==> src/rtl/mem_access_unit_if.sv <==
// AXI4-Lite style memory bus between the load/store unit (master) and memory (slave).
interface mem_access_unit_if #(
    parameter int unsigned ADDR_W = 32
);
    logic [ADDR_W-1:0] araddr;
    logic              arvalid;
    logic              arready;
    logic [31:0]       rdata;
    logic [1:0]        rresp;
    logic              rvalid;
    logic              rready;
    logic [ADDR_W-1:0] awaddr;
    logic              awvalid;
    logic              awready;
    logic [31:0]       wdata;
    logic [3:0]        wstrb;
    logic              wvalid;
    logic              wready;
    logic [1:0]        bresp;
    logic              bvalid;
    logic              bready;

    modport master (
        output araddr, arvalid, rready, awaddr, awvalid, wdata, wstrb, wvalid, bready,
        input  arready, rdata, rresp, rvalid, awready, wready, bresp, bvalid
    );

    modport slave (
        input  araddr, arvalid, rready, awaddr, awvalid, wdata, wstrb, wvalid, bready,
        output arready, rdata, rresp, rvalid, awready, wready, bresp, bvalid
    );
endinterface

==> src/rtl/mem_access_unit.sv <==
// Single-outstanding load/store unit: one bus transaction per request, extended
// load data or store completion returned through a valid/ready handshake.
module mem_access_unit #(
    parameter int unsigned ADDR_W = 32
) (
    input  logic              clk,
    input  logic              rst,
    input  logic              in_valid,
    output logic              in_ready,
    input  logic              in_rd_en,
    input  logic              in_wr_en,
    input  logic [2:0]        in_mem_op,
    input  logic [ADDR_W-1:0] in_addr,
    input  logic [31:0]       in_wdata,
    output logic              out_valid,
    input  logic              out_ready,
    output logic [31:0]       out_rdata,
    output logic              out_err,
    mem_access_unit_if.master bus
);

    typedef enum logic [2:0] {IDLE, AR, R, W, B, RESP} state_t;

    state_t            state, state_n;
    logic [1:0]        off_q, off_n;
    logic [2:0]        op_q, op_n;
    logic              arvalid_q, arvalid_n;
    logic [ADDR_W-1:0] araddr_q, araddr_n;
    logic              rready_q, rready_n;
    logic              awvalid_q, awvalid_n;
    logic [ADDR_W-1:0] awaddr_q, awaddr_n;
    logic              wvalid_q, wvalid_n;
    logic [31:0]       wdata_q, wdata_n;
    logic [3:0]        wstrb_q, wstrb_n;
    logic              bready_q, bready_n;
    logic              out_valid_q, out_valid_n;
    logic [31:0]       out_rdata_q, out_rdata_n;
    logic              out_err_q, out_err_n;

    logic              load_legal, store_legal, aligned;
    logic [ADDR_W-1:0] word_addr;
    logic [31:0]       store_data, rshift, load_data;
    logic [3:0]        store_strb;

    // Request decode works on the inputs at accept so bus traffic starts the next cycle.
    always_comb begin
        load_legal  = in_mem_op inside {3'b000, 3'b001, 3'b010, 3'b100, 3'b101};
        store_legal = in_mem_op inside {3'b000, 3'b001, 3'b010};
        case (in_mem_op[1:0])
            2'b01:   aligned = !in_addr[0];
            2'b10:   aligned = (in_addr[1:0] == 2'b00);
            default: aligned = 1'b1;
        endcase
        word_addr = {in_addr[ADDR_W-1:2], 2'b00};
        case (in_mem_op[1:0])
            2'b00: begin
                store_data = {4{in_wdata[7:0]}};
                store_strb = 4'b0001 << in_addr[1:0];
            end
            2'b01: begin
                store_data = {2{in_wdata[15:0]}};
                store_strb = 4'b0011 << in_addr[1:0];
            end
            default: begin
                store_data = in_wdata;
                store_strb = 4'b1111;
            end
        endcase
    end

    always_comb begin
        rshift = bus.rdata >> {off_q, 3'b000};
        case (op_q)
            3'b000:  load_data = {{24{rshift[7]}}, rshift[7:0]};
            3'b001:  load_data = {{16{rshift[15]}}, rshift[15:0]};
            3'b010:  load_data = bus.rdata;
            3'b100:  load_data = {24'h0, rshift[7:0]};
            3'b101:  load_data = {16'h0, rshift[15:0]};
            default: load_data = '0;
        endcase
    end

    always_comb begin
        state_n     = state;
        off_n       = off_q;
        op_n        = op_q;
        arvalid_n   = arvalid_q;
        araddr_n    = araddr_q;
        rready_n    = rready_q;
        awvalid_n   = awvalid_q;
        awaddr_n    = awaddr_q;
        wvalid_n    = wvalid_q;
        wdata_n     = wdata_q;
        wstrb_n     = wstrb_q;
        bready_n    = bready_q;
        out_valid_n = out_valid_q;
        out_rdata_n = out_rdata_q;
        out_err_n   = out_err_q;
        case (state)
            IDLE: begin
                if (in_valid) begin
                    off_n = in_addr[1:0];
                    op_n  = in_mem_op;
                    if (!in_rd_en && !in_wr_en) begin
                        state_n     = RESP;
                        out_valid_n = 1'b1;
                        out_err_n   = 1'b0;
                        out_rdata_n = '0;
                    end else if (in_rd_en && !in_wr_en && load_legal && aligned) begin
                        state_n   = AR;
                        arvalid_n = 1'b1;
                        araddr_n  = word_addr;
                    end else if (in_wr_en && !in_rd_en && store_legal && aligned) begin
                        state_n   = W;
                        awvalid_n = 1'b1;
                        wvalid_n  = 1'b1;
                        awaddr_n  = word_addr;
                        wdata_n   = store_data;
                        wstrb_n   = store_strb;
                    end else begin
                        state_n     = RESP;
                        out_valid_n = 1'b1;
                        out_err_n   = 1'b1;
                        out_rdata_n = '0;
                    end
                end
            end
            AR: begin
                if (bus.arready) begin
                    arvalid_n = 1'b0;
                    rready_n  = 1'b1;
                    state_n   = R;
                end
            end
            R: begin
                if (bus.rvalid) begin
                    rready_n    = 1'b0;
                    out_valid_n = 1'b1;
                    out_err_n   = (bus.rresp != 2'b00);
                    out_rdata_n = (bus.rresp != 2'b00) ? '0 : load_data;
                    state_n     = RESP;
                end
            end
            W: begin
                // Address and data channels retire independently; leave once both are done.
                if (bus.awready) awvalid_n = 1'b0;
                if (bus.wready)  wvalid_n  = 1'b0;
                if ((!awvalid_q || bus.awready) && (!wvalid_q || bus.wready)) begin
                    bready_n = 1'b1;
                    state_n  = B;
                end
            end
            B: begin
                if (bus.bvalid) begin
                    bready_n    = 1'b0;
                    out_valid_n = 1'b1;
                    out_err_n   = (bus.bresp != 2'b00);
                    out_rdata_n = '0;
                    state_n     = RESP;
                end
            end
            RESP: begin
                if (out_ready) begin
                    out_valid_n = 1'b0;
                    state_n     = IDLE;
                end
            end
            default: state_n = IDLE;
        endcase
    end

    always_ff @(posedge clk) begin
        if (rst) begin
            state       <= IDLE;
            off_q       <= '0;
            op_q        <= '0;
            arvalid_q   <= 1'b0;
            araddr_q    <= '0;
            rready_q    <= 1'b0;
            awvalid_q   <= 1'b0;
            awaddr_q    <= '0;
            wvalid_q    <= 1'b0;
            wdata_q     <= '0;
            wstrb_q     <= '0;
            bready_q    <= 1'b0;
            out_valid_q <= 1'b0;
            out_rdata_q <= '0;
            out_err_q   <= 1'b0;
        end else begin
            state       <= state_n;
            off_q       <= off_n;
            op_q        <= op_n;
            arvalid_q   <= arvalid_n;
            araddr_q    <= araddr_n;
            rready_q    <= rready_n;
            awvalid_q   <= awvalid_n;
            awaddr_q    <= awaddr_n;
            wvalid_q    <= wvalid_n;
            wdata_q     <= wdata_n;
            wstrb_q     <= wstrb_n;
            bready_q    <= bready_n;
            out_valid_q <= out_valid_n;
            out_rdata_q <= out_rdata_n;
            out_err_q   <= out_err_n;
        end
    end

    assign in_ready    = (state == IDLE);
    assign out_valid   = out_valid_q;
    assign out_rdata   = out_rdata_q;
    assign out_err     = out_err_q;
    assign bus.arvalid = arvalid_q;
    assign bus.araddr  = araddr_q;
    assign bus.rready  = rready_q;
    assign bus.awvalid = awvalid_q;
    assign bus.awaddr  = awaddr_q;
    assign bus.wvalid  = wvalid_q;
    assign bus.wdata   = wdata_q;
    assign bus.wstrb   = wstrb_q;
    assign bus.bready  = bready_q;

endmodule

==> src/flat_wrapper.sv <==
// flat-port wrapper written by rule: the top's interface ports become plain ports
module mem_access_unit_flat 
#(
    parameter int unsigned ADDR_W = 32
)
  (clk, rst, in_valid, in_ready, in_rd_en, in_wr_en, in_mem_op, in_addr, in_wdata, out_valid, out_ready, out_rdata, out_err, bus_araddr, bus_arvalid, bus_rready, bus_awaddr, bus_awvalid, bus_wdata, bus_wstrb, bus_wvalid, bus_bready, bus_arready, bus_rdata, bus_rresp, bus_rvalid, bus_awready, bus_wready, bus_bresp, bus_bvalid);
  mem_access_unit_if #(.ADDR_W(ADDR_W)) bus_i ();
  input  logic clk;
  input  logic rst;
  input  logic in_valid;
  output logic in_ready;
  input  logic in_rd_en;
  input  logic in_wr_en;
  input  logic [2:0] in_mem_op;
  input  logic [ADDR_W-1:0] in_addr;
  input  logic [31:0] in_wdata;
  output logic out_valid;
  input  logic out_ready;
  output logic [31:0] out_rdata;
  output logic out_err;
  output wire logic [$bits(bus_i.araddr)-1:0] bus_araddr;
  output wire logic [$bits(bus_i.arvalid)-1:0] bus_arvalid;
  output wire logic [$bits(bus_i.rready)-1:0] bus_rready;
  output wire logic [$bits(bus_i.awaddr)-1:0] bus_awaddr;
  output wire logic [$bits(bus_i.awvalid)-1:0] bus_awvalid;
  output wire logic [$bits(bus_i.wdata)-1:0] bus_wdata;
  output wire logic [$bits(bus_i.wstrb)-1:0] bus_wstrb;
  output wire logic [$bits(bus_i.wvalid)-1:0] bus_wvalid;
  output wire logic [$bits(bus_i.bready)-1:0] bus_bready;
  input wire logic [$bits(bus_i.arready)-1:0] bus_arready;
  input wire logic [$bits(bus_i.rdata)-1:0] bus_rdata;
  input wire logic [$bits(bus_i.rresp)-1:0] bus_rresp;
  input wire logic [$bits(bus_i.rvalid)-1:0] bus_rvalid;
  input wire logic [$bits(bus_i.awready)-1:0] bus_awready;
  input wire logic [$bits(bus_i.wready)-1:0] bus_wready;
  input wire logic [$bits(bus_i.bresp)-1:0] bus_bresp;
  input wire logic [$bits(bus_i.bvalid)-1:0] bus_bvalid;
  assign bus_araddr = bus_i.araddr;
  assign bus_arvalid = bus_i.arvalid;
  assign bus_rready = bus_i.rready;
  assign bus_awaddr = bus_i.awaddr;
  assign bus_awvalid = bus_i.awvalid;
  assign bus_wdata = bus_i.wdata;
  assign bus_wstrb = bus_i.wstrb;
  assign bus_wvalid = bus_i.wvalid;
  assign bus_bready = bus_i.bready;
  assign bus_i.arready = bus_arready;
  assign bus_i.rdata = bus_rdata;
  assign bus_i.rresp = bus_rresp;
  assign bus_i.rvalid = bus_rvalid;
  assign bus_i.awready = bus_awready;
  assign bus_i.wready = bus_wready;
  assign bus_i.bresp = bus_bresp;
  assign bus_i.bvalid = bus_bvalid;
  mem_access_unit #(.ADDR_W(ADDR_W)) u_core (.clk(clk), .rst(rst), .in_valid(in_valid), .in_ready(in_ready), .in_rd_en(in_rd_en), .in_wr_en(in_wr_en), .in_mem_op(in_mem_op), .in_addr(in_addr), .in_wdata(in_wdata), .out_valid(out_valid), .out_ready(out_ready), .out_rdata(out_rdata), .out_err(out_err), .bus(bus_i));
endmodule
==> config.mk <==
export PLATFORM = sky130hd
export DESIGN_NAME = mem_access_unit_flat
export DESIGN_NICKNAME = d
export VERILOG_FILES = /design/src/rtl/mem_access_unit_if.sv /design/src/rtl/mem_access_unit.sv /design/src/flat_wrapper.sv
export SDC_FILE = /design/constraint.sdc
export NUM_CORES = 1
export LEC_CHECK = 0
export ABC_AREA = 1
export CELL_PAD_IN_SITES_DETAIL_PLACEMENT = 1
export CELL_PAD_IN_SITES_GLOBAL_PLACEMENT = 1
export CORE_MARGIN = 8
export CORE_UTILIZATION = 30
export CTS_BUF_LIST = sky130_fd_sc_hd__clkbuf_4 sky130_fd_sc_hd__clkbuf_8 sky130_fd_sc_hd__clkbuf_16
export DETAILED_ROUTE_END_ITERATION = 8
export GPL_TIMING_DRIVEN = 0
export PLACE_DENSITY = 0.83
export RECOVER_POWER = 100
export SYNTH_ARGS = -nofsm -noshare
export SYNTH_HDL_FRONTEND = slang
export SYNTH_SLANG_ARGS = --single-unit
==> constraint.sdc <==
create_clock -name clk -period 1.9 [get_ports clk]
set_input_delay 0.19 -clock clk [delete_from_list [all_inputs] [get_ports clk]]
set_output_delay 0.19 -clock clk [all_outputs]
set_load 0.02 [all_outputs]
Word-level counts from Yosys, hierarchy flattened --
Index checks and enable logic that the tools add are counted.
Operators by class: bitwise operators 2, equal/unequal tests 29, reductions and logical operators 41, shift operators 3, muxes and demuxes 54
Operator list (count):
- $mux W32 | 7
- $pmux W32 S5 | 1
- $pmux W32 S3 | 1
- $pmux W32 S2 | 1
- $shr A32 B5 Y16 | 1
- $mux W3 | 9
- $mux W1 | 25
- $reduce_and A6 Y1 | 4
- $eq A3 B3 Y1 const B | 6
- $ne A2 B2 Y1 const B | 9
- $pmux W3 S6 | 1
- $eq A3 B2 Y1 const B | 4
- $pmux W1 S2 | 6
- $reduce_bool A2 Y1 | 6
- $reduce_and A5 Y1 | 2
- $eq A3 B1 Y1 const B | 3
- $logic_not A3 Y1 | 3
- $logic_and A1 B1 Y1 | 8
- $pmux W4 S2 | 1
- $reduce_and A7 Y1 | 1
- $ne A2 B1 Y1 const B | 3
- $ne A3 B2 Y1 const B | 2
- $reduce_and A3 Y1 | 2
- $reduce_bool A3 Y1 | 2
- 14 further kinds | 21
Word-level totals: logic and storage cells 144, output and inout bits 140, flip-flop bits (word level) 143

Longest topological paths before layout --
depth after elaboration 9, mapped depth 14, depth with buffers taken out 12

Worst setup path after synthesis --
Ideal clock, no wire load.
path type input -> register, start in in_mem_op[1], end reg u_core.araddr_q[10], in the netlist u_core.bus.araddr[10], required time 1.784 ns, cell stages on the path 13, data arrival time 1.551 ns, path slack 0.234 ns, cells stage by stage buf_6 inv_1 ha_1 inv_2 nand2_1 nand2_1 nand2_1 nand3_1 nor2_1 inv_1 clkbuf_1 nor2_1 nor2_1
On the way: cells in the longest elaborated chain, start to end 5, elaborated cells on any way between the ends 12
Ends and longest elaborated chain:
- from (decl) | line flat_wrapper.sv:14 | input logic [2:0] in_mem_op;
- $eq A3 B1 Y1, or another cell as far along | line mem_access_unit.sv:47 | load_legal = in_mem_op inside {3'b000, 3'b001, 3'b010, 3'b100, 3'b101};
- $reduce_bool A5 Y1 | line mem_access_unit.sv:47
- $logic_and A1 B1 Y1 | line mem_access_unit.sv:109 | end else if (in_rd_en && !in_wr_en && load_legal && aligned) begin
- $logic_and A1 B1 Y1 (*) | line mem_access_unit.sv:109
- $reduce_and A4 Y1 (no source line) (*)
- to (signal assigned) | line mem_access_unit.sv:194 | araddr_q <= araddr_n;
- to (decl) | line mem_access_unit.sv:28 | logic [ADDR_W-1:0] araddr_q, araddr_n;
Mark *: on every way between the ends. The rest lies on a longest branch, timed or not. A chain may end at the register's enable or synchronous reset.

Worst setup path in the final report --
start in in_mem_op[1], end reg u_core.araddr_q[18], in the netlist u_core.bus.araddr[18]
The elaborated chain is that of the path after synthesis.

==> flow_summary.ini <==
[status]
status = complete, no violations

[clock_tree]
numClockSinks = 143
cts_tree = done
cts-root-buf = clkbuf_16
ctsHoldBuffers = 0
htree_num_levels = 4
clk_latency_ps = 420
cts_buffer_depth = 2
clkTransAtPathRegs_ps = 70
cts-buffers-inserted = 17

[timing]
skew_ps = 13.6
slew_headroom_pct = 56.3
fin_crit_ps = 1790
tightest_slew_ps = 655
max_freq_mhz = 560
hold_viol = 0
maxSlewViolCount = 0
fin_ws_ps = 115
setup_violations = 0
final.period_utilization_pct = 94.0

[synthesis]
synth-warning-count = 0
synthArstFlopShare_pct = 0
syn-mean-instance-area_sq_um = 6.55
ys.flop_type = dfxtp_1
synth_xor_area_share_pct = 0
netlist_instances = 1049
synthSimpleGateAreaFrac_pct = 31.5
yosys_register_bits = 143
ys_seq_area_share_pct = 41.7
synth_fa_ha_area_share_pct = 0.546
netlist_area_sq_um = 6870
synth_top_family_by_area = simple AND/OR/NAND/NOR gates
synth_compound_area_share_pct = 16.0
yosysUniqueCellTypes = 34
synthMuxAreaShare_pct = 0.437
synth_edf_count = 0

[global_routing]
overflow = 0
antenna_found_initial = 3
grt_max_degree = 17
grt_pass1_vias = 8621
grt_pass1_wl_um = 46800
grt_usage_pct = 21.0

[cells_and_area]
multi_input_area_sq_um = 3400
layout_common_cells = 284 x nand2_1, 194 x nor2_1, 141 x dfxtp_1
final-seq-area_sq_um = 2870
area_growth_pct = 53.5
drive_gt1_share_pct = 9.48
final_common_cell = nand2_1
final_util_pct = 46.7
nFillCells = 2905
nets = 1454

[drt]
first_iter_violations = 293
ant_nets = 0
vias_per_cell = 4.83
drc = 0
dr.pass1.iters = 6
wl_per_cell_um = 18.3
num_vias = 7909
wl_um = 30000

[floorplan]
ios = 254
die_w_um = 167
initial_utilization_pct = 30.4
die_area_sq_um = 28000
core-area_sq_um = 22600
die-height_um = 167
rows = 55

[pwr]
vdd_drop_max_v = 0.000612
p_per_area_nw_per_um2 = 1220
cellLeakagePower_nw = 5.14
total_power_mw = 12.9

[hold_path]
hp-class = input pin to register

[place]
port_buffers = 248
hpwlAfterDp_um = 23400
pre_cts_ws_ps = -1190
gp_congestion = 0.912

[worst_setup_path]
cp-start-kind = input pin
critPathKind = input pin to register
end_kind = register
cp.arrival_ps = 2140
cp_max_fo = 10
cp_data_required_time_ps = 2260

[flow_run]
cap_violations = 0
==> area by class of cell <==
type | instances | share of cell area, %
multi-input cells | 757 | 32.3
flip-flops and latches | 143 | 27.2
repair buffers | 267 | 25.0
clock buffers | 18 | 4.17
plain buffers | 65 | 3.44
well taps | 285 | 3.38
inverters | 86 | 3.15
clock inverters | 14 | 1.32
diodes | 2 | 0.0475
==> path summary, 6_finish.rpt <==
| check | from | endpoint | slack, ps | depth (start not counted) |
|---|---|---|---|---|
| min | in_mem_op[0] | u_core.op_q[0]$_SDFFE_PP0P_ | 170 | 3 |
| min reg2reg | u_core.bus.wvalid$_SDFFE_PP0P_ | u_core.bus.wvalid$_SDFFE_PP0P_ | 470 | 2 |
| max reg2reg | u_core.state[0]$_SDFFE_PP0P_ | u_core.bus.wdata[20]$_SDFFE_PP0P_ | 120 | 9 |
| max | in_mem_op[1] | u_core.bus.araddr[18]$_SDFFE_PP0P_ | 110 | 14 |
==> Yosys cell counts, types with 3 or more instances <==
cell,instances,share of area [%]
o21ai_0,120,8.7
o211ai_1,7,0.76
nor2_4,3,0.49
o21ai_1,7,0.51
dfxtp_1,143,42
inv_1,79,4.3
a21oi_1,56,4.1
clkbuf_1,23,1.3
buf_2,28,2.0
inv_2,6,0.33
mux2i_1,3,0.44
nand4_1,3,0.27
a31oi_1,8,0.73
nand2_1,285,16
a211oi_2,4,0.73
nand3_1,41,3.0
buf_4,10,1.1
ha_1,3,0.55
nor2_1,199,11
==> state kept, by name, indices dropped and copies added, names as in the netlist, 2 cells and up <==
| register | cells |
|---|---|
| u_core.bus.araddr | 30 |
| u_core.bus.awaddr | 30 |
| u_core.bus.wdata | 32 |
| u_core.bus.wstrb | 4 |
| u_core.off_q | 2 |
| u_core.op_q | 3 |
| u_core.out_rdata | 32 |
| u_core.state | 3 |
==> metrics by stage <==
step                cells  instance area (sq um)  setup TNS (ps)  hold slack, ps
finish               1637                  10500               0             165
global route         1637                  10500           -2.56             173
CTS                  1631                  10500               0             371
detailed placement   1585                   9720          -91700             475
global placement     1585                   9720          -85630             460
floorplan            1052                   6880               0             325
==> worst max-delay path: stages <==
cell and delay (ps):
dlygate4sd2_1 260, buf_6 120, clkinvlp_4 120, ha_4 170
inv_4 40, nand2_2 90, nand2_1 60, nand2_1 80
nand3_1 190, nor2_4 200, clkbuf_4 170, clkbuf_2 210
o21ai_0 110, nor2_1 120
==> per-layer routing <==
| layer | part of all wire (%) | vias up | track usage (%) |
|---|---|---|---|
| met3 | 9.7 | 38 | 9.66 |
| met1 | 39 | 3750 | 21.8 |
| li1 | - | 3893 | - |
| met4 | 2.0 | 2 | 6.41 |
| met2 | 49 | 226 | 37.2 |
| met5 | 0.033 | - | 0 |
==> repair_timing <==
action,in CTS,in global routing
gates cloned,3,0
resized for setup,26,13
endpoints found under the setup margin,132,131
pin swaps,4,5
setup buffers,11,5
endpoints found under the hold margin,0,0
==> logic make-up (layout without fill, tap and decap cells) <==
family	after synthesis	after routing
and+or+nand+nor	541	541
DFF	143	143
AOI/OAI and AO/OA	206	206
muxes	3	3
other	1	6
adders and majority gates	3	3
buffers and inverters	152	450
==> power by group <==
group | internal (mW) | switching [mW]
combinational | 2.24 | 3.51
sequential | 3.48 | 0.283
clock | 1.79 | 1.56
Note: power is estimated with default switching activity, not from simulation.
